### src/rtl/mem_stage.sv
// mem_stage: MEM pipeline stage - data cache request/response, load alignment and ALE detection.
// Optional LL.W/SC.W support (llbit register, llbit_clr input) is compiled in with `define LLSC_EN.
//
// state | meaning
// IDLE  | no access in flight; non-memory ops pass straight through
// REQ   | request presented but not yet accepted by the cache
// WAIT  | load accepted, waiting for the response
// DONE  | result captured, presented to MEM/WB until not held
// DRAIN | flushed load still owes a response; swallow it
module mem_stage #(
    parameter int ADDR_W = 32,
    parameter int DATA_W = 32
) (
    input  logic              clk,
    input  logic              rst,
    input  logic              flush,
    input  logic              hold,
`ifdef LLSC_EN
    input  logic              llbit_clr,
`endif
    input  logic              in_valid,
    input  logic [3:0]        in_memop,
    input  logic [ADDR_W-1:0] in_addr,
    input  logic [DATA_W-1:0] in_sdata,
    input  logic              in_wen,
    input  logic [4:0]        in_waddr,
    input  logic [DATA_W-1:0] in_wdata,
    output logic              stall_req,
    output logic              dreq_valid,
    input  logic              dreq_ready,
    output logic [3:0]        dreq_wstrb,
    output logic [ADDR_W-1:0] dreq_addr,
    output logic [DATA_W-1:0] dreq_wdata,
    input  logic              drsp_valid,
    input  logic [DATA_W-1:0] drsp_rdata,
    output logic              out_valid,
    output logic              out_wen,
    output logic [4:0]        out_waddr,
    output logic [DATA_W-1:0] out_wdata,
    output logic              out_ale,
    output logic [ADDR_W-1:0] out_badv
);

    localparam logic [3:0] OP_LDB  = 4'd1;
    localparam logic [3:0] OP_LDH  = 4'd2;
    localparam logic [3:0] OP_LDW  = 4'd3;
    localparam logic [3:0] OP_LDBU = 4'd4;
    localparam logic [3:0] OP_LDHU = 4'd5;
    localparam logic [3:0] OP_STB  = 4'd6;
    localparam logic [3:0] OP_STH  = 4'd7;
    localparam logic [3:0] OP_STW  = 4'd8;
    localparam logic [3:0] OP_LLW  = 4'd9;
    localparam logic [3:0] OP_SCW  = 4'd10;

    typedef enum logic [2:0] {
        S_IDLE  = 3'd0,
        S_REQ   = 3'd1,
        S_WAIT  = 3'd2,
        S_DONE  = 3'd3,
        S_DRAIN = 3'd4
    } state_t;

    state_t            state;
    logic              res_wen;
    logic [4:0]        res_waddr;
    logic [DATA_W-1:0] res_wdata;
    logic [3:0]        res_op;
    logic [1:0]        res_off;
    logic              res_ll;
    logic              res_sc;
    logic              llbit;
    logic              llbit_clr_i;

    logic is_load, is_store, is_half, is_word, is_ll, is_sc;
    logic is_mem, misalign, sc_fail, mem_ok, req_en;
    logic [3:0]        req_wstrb;
    logic [DATA_W-1:0] req_wdata;

`ifdef LLSC_EN
    assign llbit_clr_i = llbit_clr;
`else
    assign llbit_clr_i = 1'b0;
`endif

    always_comb begin
        is_load  = 1'b0;
        is_store = 1'b0;
        is_half  = 1'b0;
        is_word  = 1'b0;
        is_ll    = 1'b0;
        is_sc    = 1'b0;
        case (in_memop)
            OP_LDB, OP_LDBU: is_load = 1'b1;
            OP_LDH, OP_LDHU: begin is_load = 1'b1; is_half = 1'b1; end
            OP_LDW:          begin is_load = 1'b1; is_word = 1'b1; end
            OP_STB:          is_store = 1'b1;
            OP_STH:          begin is_store = 1'b1; is_half = 1'b1; end
            OP_STW:          begin is_store = 1'b1; is_word = 1'b1; end
`ifdef LLSC_EN
            OP_LLW:          begin is_load = 1'b1; is_word = 1'b1; is_ll = 1'b1; end
            OP_SCW:          begin is_store = 1'b1; is_word = 1'b1; is_sc = 1'b1; end
`endif
            default: ;
        endcase
    end

    assign is_mem   = is_load | is_store;
    assign misalign = (is_half & in_addr[0]) | (is_word & (in_addr[1:0] != 2'b00));
    assign sc_fail  = is_sc & ~llbit;
    assign mem_ok   = in_valid & is_mem & ~misalign & ~sc_fail;

    always_comb begin
        req_wstrb = 4'b0000;
        req_wdata = in_sdata;
        if (is_store) begin
            if (is_word) begin
                req_wstrb = 4'b1111;
            end else if (is_half) begin
                req_wstrb = 4'b0011 << in_addr[1:0];
                req_wdata = {2{in_sdata[15:0]}};
            end else begin
                req_wstrb = 4'b0001 << in_addr[1:0];
                req_wdata = {4{in_sdata[7:0]}};
            end
        end
    end

    function automatic logic [DATA_W-1:0] load_ext(input logic [3:0] op, input logic [1:0] off,
                                                   input logic [DATA_W-1:0] rdata);
        logic [DATA_W-1:0] sh;
        sh = rdata >> {off, 3'b000};
        case (op)
            OP_LDB:  load_ext = {{24{sh[7]}}, sh[7:0]};
            OP_LDBU: load_ext = {24'd0, sh[7:0]};
            OP_LDH:  load_ext = {{16{sh[15]}}, sh[15:0]};
            OP_LDHU: load_ext = {16'd0, sh[15:0]};
            default: load_ext = rdata;
        endcase
    endfunction

    always_comb begin
        stall_req  = 1'b0;
        req_en     = 1'b0;
        dreq_valid = 1'b0;
        dreq_wstrb = '0;
        dreq_addr  = '0;
        dreq_wdata = '0;
        out_valid  = 1'b0;
        out_wen    = 1'b0;
        out_waddr  = '0;
        out_wdata  = '0;
        out_ale    = 1'b0;
        out_badv   = '0;
        if (!rst) begin
            case (state)
                S_IDLE, S_DRAIN: begin
                    if (mem_ok) begin
                        stall_req = 1'b1;
                        req_en    = (state == S_IDLE) && !flush;
                    end else begin
                        out_valid = in_valid & ~flush;
                        out_waddr = in_waddr;
                        if (in_valid && is_mem && misalign) begin
                            out_ale  = ~flush;
                            out_badv = in_addr;
                        end else if (in_valid && is_sc) begin
                            out_wen = in_wen;
                        end else begin
                            out_wen   = in_wen;
                            out_wdata = in_wdata;
                        end
                    end
                end
                S_REQ: begin
                    stall_req = 1'b1;
                    req_en    = !flush;
                end
                S_WAIT: stall_req = 1'b1;
                S_DONE: begin
                    if (!flush) begin
                        out_valid = 1'b1;
                        out_wen   = res_wen;
                        out_waddr = res_waddr;
                        out_wdata = res_wdata;
                    end
                end
                default: ;
            endcase
        end
        if (req_en) begin
            dreq_valid = 1'b1;
            dreq_wstrb = req_wstrb;
            dreq_addr  = {in_addr[ADDR_W-1:2], 2'b00};
            dreq_wdata = req_wdata;
        end
    end

    always_ff @(posedge clk) begin
        if (rst) begin
            state     <= S_IDLE;
            res_wen   <= 1'b0;
            res_waddr <= '0;
            res_wdata <= '0;
            res_op    <= '0;
            res_off   <= '0;
            res_ll    <= 1'b0;
            res_sc    <= 1'b0;
            llbit     <= 1'b0;
        end else begin
            case (state)
                S_IDLE, S_REQ: begin
                    if (dreq_valid && dreq_ready) begin
                        res_wen   <= is_load ? in_wen : (is_sc & in_wen);
                        res_waddr <= in_waddr;
                        res_wdata <= {{(DATA_W-1){1'b0}}, is_sc};
                        res_op    <= in_memop;
                        res_off   <= in_addr[1:0];
                        res_ll    <= is_ll;
                        res_sc    <= is_sc;
                        state     <= is_load ? S_WAIT : S_DONE;
                    end else if (dreq_valid) begin
                        state <= S_REQ;
                    end else begin
                        state <= S_IDLE;
                    end
                end
                S_WAIT: begin
                    // a response arriving in the flush cycle settles the debt; no drain needed
                    if (flush) begin
                        state <= drsp_valid ? S_IDLE : S_DRAIN;
                    end else if (drsp_valid) begin
                        res_wdata <= load_ext(res_op, res_off, drsp_rdata);
                        state     <= S_DONE;
                    end
                end
                S_DONE: begin
                    if (flush || !hold) state <= S_IDLE;
                end
                S_DRAIN: begin
                    if (drsp_valid) state <= S_IDLE;
                end
                default: state <= S_IDLE;
            endcase

            if (llbit_clr_i) begin
                llbit <= 1'b0;
            end else if (state == S_DONE && !flush) begin
                if (res_ll)      llbit <= 1'b1;
                else if (res_sc) llbit <= 1'b0;
            end
        end
    end

endmodule

### config.mk
export PLATFORM = sky130hd
export DESIGN_NAME = mem_stage
export DESIGN_NICKNAME = d
export VERILOG_FILES = /design/src/rtl/mem_stage.sv
export SDC_FILE = /design/constraint.sdc
export NUM_CORES = 1
export LEC_CHECK = 0
export CORE_MARGIN = 5
export CORE_UTILIZATION = 33
export CTS_CLUSTER_SIZE = 20
export DETAILED_ROUTE_END_ITERATION = 16
export PLACE_DENSITY = 0.78
export SLEW_MARGIN = 20
export SYNTH_ARGS = -nofsm -noshare
export SYNTH_HDL_FRONTEND = slang
export SYNTH_SLANG_ARGS = --single-unit
### constraint.sdc
create_clock -name clk -period 2.38 [get_ports clk]
set_input_delay 0.476 -clock clk [delete_from_list [all_inputs] [get_ports clk]]
set_output_delay 0.476 -clock clk [all_outputs]
set_load 0.01 [all_outputs]
==> impl_metrics.env, run 1 <==
export IMPL_r2r_start="state[1]"
export IMPL_numCtsBuffers=5
export IMPL_whs_path_depth=3
export IMPL_yosys_cell_types_count=61
export IMPL_cp_startpoint="in_memop[2]"
export IMPL_syn_inst=604
export IMPL_fin_area_sq_um=8980
export IMPL_syn_cell_area_sq_um=4280
export IMPL_cts_buffer_depth=2
export IMPL_rows=41
export IMPL_path_class="primary input to output port"
export IMPL_antenna_left=0
export IMPL_die_h_um=124
export IMPL_required_ns=1.90
export IMPL_synth_flop_cell="dfxtp_1"
export IMPL_overflow=0
export IMPL_finalSetupViolCount=140
export IMPL_synth_xor_area_frac=0.00205
export IMPL_slowest_delay_ns=0.58
export IMPL_syn_avg_cell_area_sq_um=7.09
export IMPL_grt_busiest_layer="met2"
export IMPL_max_cap_viol_count=0
export IMPL_coreArea_sq_um=12700
export IMPL_hp_class="primary input to flop"
export IMPL_finalCriticalPeriod_ns=2.78
export IMPL_power_density_nw_per_um2=304
export IMPL_yosysSeqAreaShare=0.220
export IMPL_drt_iter0_drc=458
export IMPL_yosysMostFrequentCell="a21oi_1"
export IMPL_use_met1=0.337
export IMPL_top_level_ports=287
export IMPL_rsz0062_at_grt="yes"
export IMPL_clk_insertion_delay_late_ns=0.29
export IMPL_root_buffer="clkbuf_16"
export IMPL_arrival_ns=2.30
export IMPL_cp_endpoint="dreq_wdata[25]"
export IMPL_grt_max_degree=34
export IMPL_drt_wirelength_per_cell_um=21.1
export IMPL_synth_area_leader_cell="dfxtp_1"
export IMPL_drt_pass1_iterations=5
export IMPL_cts_max_level=2
export IMPL_violations="negative setup slack"
export IMPL_port_buffers=284
export IMPL_place_hpwl_um=16000
export IMPL_dieArea_sq_um=15300
export IMPL_drc_errors=0
export IMPL_max_slew_margin=0.623
export IMPL_synthMuxAreaShare=0.0555
export IMPL_p_leak_nw=3.78
export IMPL_drt_vias_per_instance=5.66
export IMPL_layout_setup_ws_ns=-0.399
export IMPL_r2r_slack_ns=0.21
export IMPL_clk_pin_slew_ns=0.07
export IMPL_seq_area_sq_um=942
export IMPL_yosys_top_cells_area="dfxtp_1, a21oi_1, a22oi_1"
export IMPL_finClkSkew_ns=0.00434
export IMPL_cp_start_kind="primary input"
export IMPL_final_net_count=1123
export IMPL_ir_drop_mv=0.292
export IMPL_ys_warn_count=0
export IMPL_grt_use_met2=0.507
export IMPL_postPlaceCellArea_sq_um=7920
export IMPL_synth_edf_count=0
export IMPL_status="complete, but fails checks"
export IMPL_synth_compound_area_share=0.336
export IMPL_slowest_stage="or4b_4"
export IMPL_period_share=1.17
export IMPL_synth_seq_cells=47
export IMPL_hold_buffers=0
export IMPL_drt_total_wl_um=24300
export IMPL_syn2layout_area_growth_pct=110
export IMPL_grt_pass1_vias=6386
export IMPL_layout_drive_gt1_share=0.456
export IMPL_met3_usage=0.0731
export IMPL_track_usage=0.285
export IMPL_antenna_found_initial=1
export IMPL_path_cells="buf_8, or4b_4, o22a_4, a31o_4, nand2_8, buf_16, buf_12, a211oi_2, buf_2"
export IMPL_num_vias=6521
export IMPL_r2r_end="res_wdata[0]"
export IMPL_synth_common_cells="a21oi_1, nor2_1, nand2_1"
export IMPL_grt_pass1_wl_um=34800
export IMPL_crit_fanout=7
export IMPL_synthAdderAreaFrac=0
export IMPL_endpoint_kind="output port"
export IMPL_async_flop_share=0
export IMPL_synth_top_area_share=0.220
export IMPL_max_freq_ghz=0.360
export IMPL_die_w_um=124
export IMPL_r2r_cells=9
export IMPL_hold_viol=0
export IMPL_slew_viol_final=0
export IMPL_multi_input_area_sq_um=3580
export IMPL_finish_utilization=0.709
export IMPL_place_congestion=0.969
export IMPL_cts_sinks=47
export IMPL_fillers=944
export IMPL_synth_simple_area_share=0.314
export IMPL_cts_tree="yes"
export IMPL_synth_top_family_by_area="compound AO/OA/AOI/OAI gates"
export IMPL_tightest_slew_ns=0.562
export IMPL_start_util=0.338
## layout make-up
class                   instances  share of cell area
multi-input cells             489               0.399
flip-flops and latches         47               0.105
well taps                     172              0.0240
diodes                          1            0.000279
repair buffers                431               0.452
clock buffers                   7              0.0170
inverters                       4             0.00195
clock inverters                 1            0.000836
## metal layers
metal	vias up	wire length, um
met1	3118	9270
met5	-	0
li1	2992	-
met3	74	1950
met4	0	888
met2	337	12200
## critical path: cells and delay by family
family / cells / cell delay (ns)
AND/OR/NAND/NOR: 2 / 0.72
AO/OA/AOI/OAI: 3 / 0.60
buffers and inverters: 4 / 0.50
## registers in the layout (all words and copies together) (netlist names)
register   cells
res_waddr      5
state          3
res_off        2
res_wen        1
res_wdata     32
res_op         4
## cell usage in the layout (no fill, tap or decap), types with 4 or more instances in the layout
master,count
buf_2,77
buf_16,4
o21ai_0,29
buf_4,89
a21oi_2,21
a221o_1,8
mux2i_1,17
clkbuf_16,6
buf_12,13
buf_6,104
and3_1,5
a22oi_2,15
o2bb2ai_1,14
and2_4,32
a22oi_1,23
nand2b_1,4
and3_4,33
o211ai_1,10
a211oi_2,8
nand2_1,56
a21oi_1,39
nor3b_1,4
clkdlybuf4s50_1,135
o22ai_1,16
nor2_1,53
dlygate4sd2_1,4
nand3_1,29
dfxtp_1,46
o221ai_1,7
## power breakdown
group	switching, mW	internal, mW
clock network	0.316	0.447
registers	0.00426	0.790
logic	0.530	0.647
## logic make-up after synthesis
group	count (synthesis)
DFF	47
muxes	22
AOI/OAI and AO/OA	209
other	1
and+or+nand+nor	255
xor gates and xnor gates	1
buffers and inverters	69
## worst min path at each step
stage	start	to	slack, ns
floorplan	res_wdata[0]	res_wdata[0]	0.44
global placement	res_wdata[13]	res_wdata[13]	0.46
detailed placement	res_wdata[22]	res_wdata[22]	0.46
CTS	in_memop[0]	res_op[0]	0.46
global route	res_wdata[1]	res_wdata[1]	0.49
finish	in_memop[0]	res_op[0]	0.46
## timing repair
action | in CTS | in global routing
hold endpoints to repair | 0 | 0
pin swaps | 26 | 43
gates resized for setup | 724 | 102
buffers inserted | 48 | 8
endpoints found under the setup margin | 184 | 157
cloned | 13 | 0
## metrics by stage
| step | worst slack, ns | TNS (ns) | power, mW | hold WS [ns] | instances |
|---|---|---|---|---|---|
| floorplan | -0.107 | -7.88 | 1.17 | 0.444 | 605 |
| global placement | -1.09 | -165.08 | 1.76 | 0.458 | 1082 |
| detailed placement | -1.09 | -169.05 | 1.77 | 0.462 | 1082 |
| CTS | -0.425 | -38.74 | 2.68 | 0.458 | 1150 |
| global route | -0.424 | -43.56 | 2.82 | 0.489 | 1152 |
| finish | -0.399 | -37.74 | 2.74 | 0.457 | 1152 |
Power figures use the tool's default switching activity.
==> run 2, diff against run 1 <==
--- a/constraint.sdc
+++ b/constraint.sdc
@@ -3,2 +3,2 @@
 set_output_delay 0.476 -clock clk [all_outputs]
-set_load 0.01 [all_outputs]
+set_load 0.05 [all_outputs]
==> impl_metrics.env, run 2 (same netlist as run 1, synthesis figures left out) <==
export IMPL_status="complete, but fails checks"
export IMPL_violations="negative setup slack"
export IMPL_slew_viol_final=0
export IMPL_rows=41
export IMPL_fin_area_sq_um=10300
export IMPL_cts_buffer_depth=2
export IMPL_tightest_slew_ns=0.547
export IMPL_largest_register_ffs=32
export IMPL_drc_errors=0
export IMPL_power_density_nw_per_um2=300
export IMPL_syn2layout_area_growth_pct=141
export IMPL_final_net_count=1066
export IMPL_period_share=1.18
export IMPL_path_class="primary input to output port"
export IMPL_place_hpwl_um=18100
export IMPL_hold_viol=0
export IMPL_max_slew_margin=0.633
export IMPL_postPlaceCellArea_sq_um=9410
export IMPL_p_leak_nw=3.77
export IMPL_clk_insertion_delay_late_ns=0.28
export IMPL_die_h_um=124
export IMPL_start_util=0.338
export IMPL_antenna_found_initial=2
export IMPL_drt_vias_per_instance=5.94
export IMPL_drt_iter0_drc=791
export IMPL_cp_start_kind="primary input"
export IMPL_cts_tree="yes"
export IMPL_crit_fanout=8
export IMPL_layout_common_cells="clkdlybuf4s50_1, buf_12, buf_4"
export IMPL_drt_total_wl_um=25900
export IMPL_grt_pass1_wl_um=38300
export IMPL_finish_utilization=0.813
export IMPL_grt_max_degree=39
export IMPL_layout_setup_ws_ns=-0.434
export IMPL_cts_max_level=2
export IMPL_place_congestion=0.968
export IMPL_final_common_cell="clkdlybuf4s50_1"
export IMPL_power_mw=3.09
export IMPL_top_level_ports=287
export IMPL_whs_ns=0.472
export IMPL_drt_pass1_iterations=5
export IMPL_antenna_left=0
export IMPL_arrival_ns=2.34
export IMPL_max_freq_ghz=0.355
export IMPL_clk_pin_slew_ns=0.06
export IMPL_finClkSkew_ns=0.00617
export IMPL_port_buffers=284
export IMPL_overflow=0
export IMPL_grt_pass1_vias=6652
export IMPL_num_vias=6512
export IMPL_finalSetupViolCount=140
export IMPL_reg_top3="res_wdata: 32 flops, res_waddr: 5 flops, res_op: 4 flops"
export IMPL_cts_sinks=47
export IMPL_dp_cells=1066
export IMPL_track_usage=0.323
export IMPL_endpoint_kind="output port"
export IMPL_ir_drop_mv=0.337
export IMPL_layout_drive_gt1_share=0.467
export IMPL_numCtsBuffers=5
export IMPL_required_ns=1.90
export IMPL_drt_wirelength_per_cell_um=23.6
export IMPL_coreArea_sq_um=12700
export IMPL_hold_buffers=0
export IMPL_dieArea_sq_um=15300
export IMPL_die_w_um=124
export IMPL_rsz0062_at_grt="yes"
export IMPL_finalCriticalPeriod_ns=2.81
export IMPL_root_buffer="clkbuf_16"
export IMPL_final_cell_count_no_fill=1096
export IMPL_hp_class="flop to flop"
export IMPL_top_register="res_wdata"
export IMPL_max_cap_viol_count=0
run 2: changes by cell type in the layout (fill, tap and decap cells not counted), moves of 8 or more:
cell	previous run	this run
buf_2	77	2
buf_4	89	58
buf_12	13	119
buf_6	104	51
a211oi_2	8	0
a21oi_2	21	1
a22oi_2	15	6
a21oi_4	0	19
nor2_1	53	14
nor2_4	3	37
a211oi_4	0	9
a22oi_1	23	32
run 2: final cells by class:
class / instances / area [sq um]
Clock buffer: 7 / 133
Tap cell: 172 / 215
Clock inverter: 1 / 5.00
Timing Repair Buffer: 374 / 4890
Fill cell: 698 / 2370
Multi-Input combinational cell: 489 / 4090
Sequential cell: 47 / 942
Antenna cell: 2 / 5.00
Inverter: 4 / 18.8
run 2: what timing repair did:
action,CTS,global route
buffers inserted,13,6
setup endpoints to repair,172,171
gates cloned,6,0
pin swaps,13,11
resized for setup,121,15
run 2: final timing paths:
kind,startpoint,endpoint,slack (ns),depth (start not counted)
worst min-delay path,res_wdata[15],res_wdata[15],0.47,2
worst max-delay path,in_addr[1],out_badv[6],-0.43,11
worst min register to register,res_wdata[15],res_wdata[15],0.47,2
worst max register to register,res_off[1],res_wdata[27],0.29,6
run 2: worst max-delay path: stages:
cell and delay [ns]:
clkdlybuf4s15_1 0.29, nand4b_1 0.22, buf_4 0.22, o22ai_4 0.18, nor2_4 0.08, nor4_4 0.15
buf_4 0.19, buf_12 0.11, buf_16 0.12, and2_4 0.16, buf_12 0.14
run 2: layer usage:
metal  vias up  wire length (um)  share of wire  GRT usage
met5         -                 0              0          0
met4         0               984          0.038      0.107
met3        86              2220          0.086     0.0699
met2       410             13300           0.51      0.583
met1      3144              9420           0.36      0.377
li1       2872                 -              -          -
run 2: power breakdown:
group	switching (mW)	leakage, nW	internal, mW
combinational	0.856	3.32	0.759
clock	0.293	0.0679	0.389
sequential	0.00621	0.379	0.790
total	1.15	3.77	1.94
run 2: stage by stage:
step | setup WS, ns | TNS (ns)
after floorplan | -0.355 | -24.27
after global placement | -0.639 | -101.63
after detailed placement | -0.709 | -111.92
after CTS | -0.384 | -37.85
after global routing | -0.518 | -49.00
final | -0.434 | -41.61
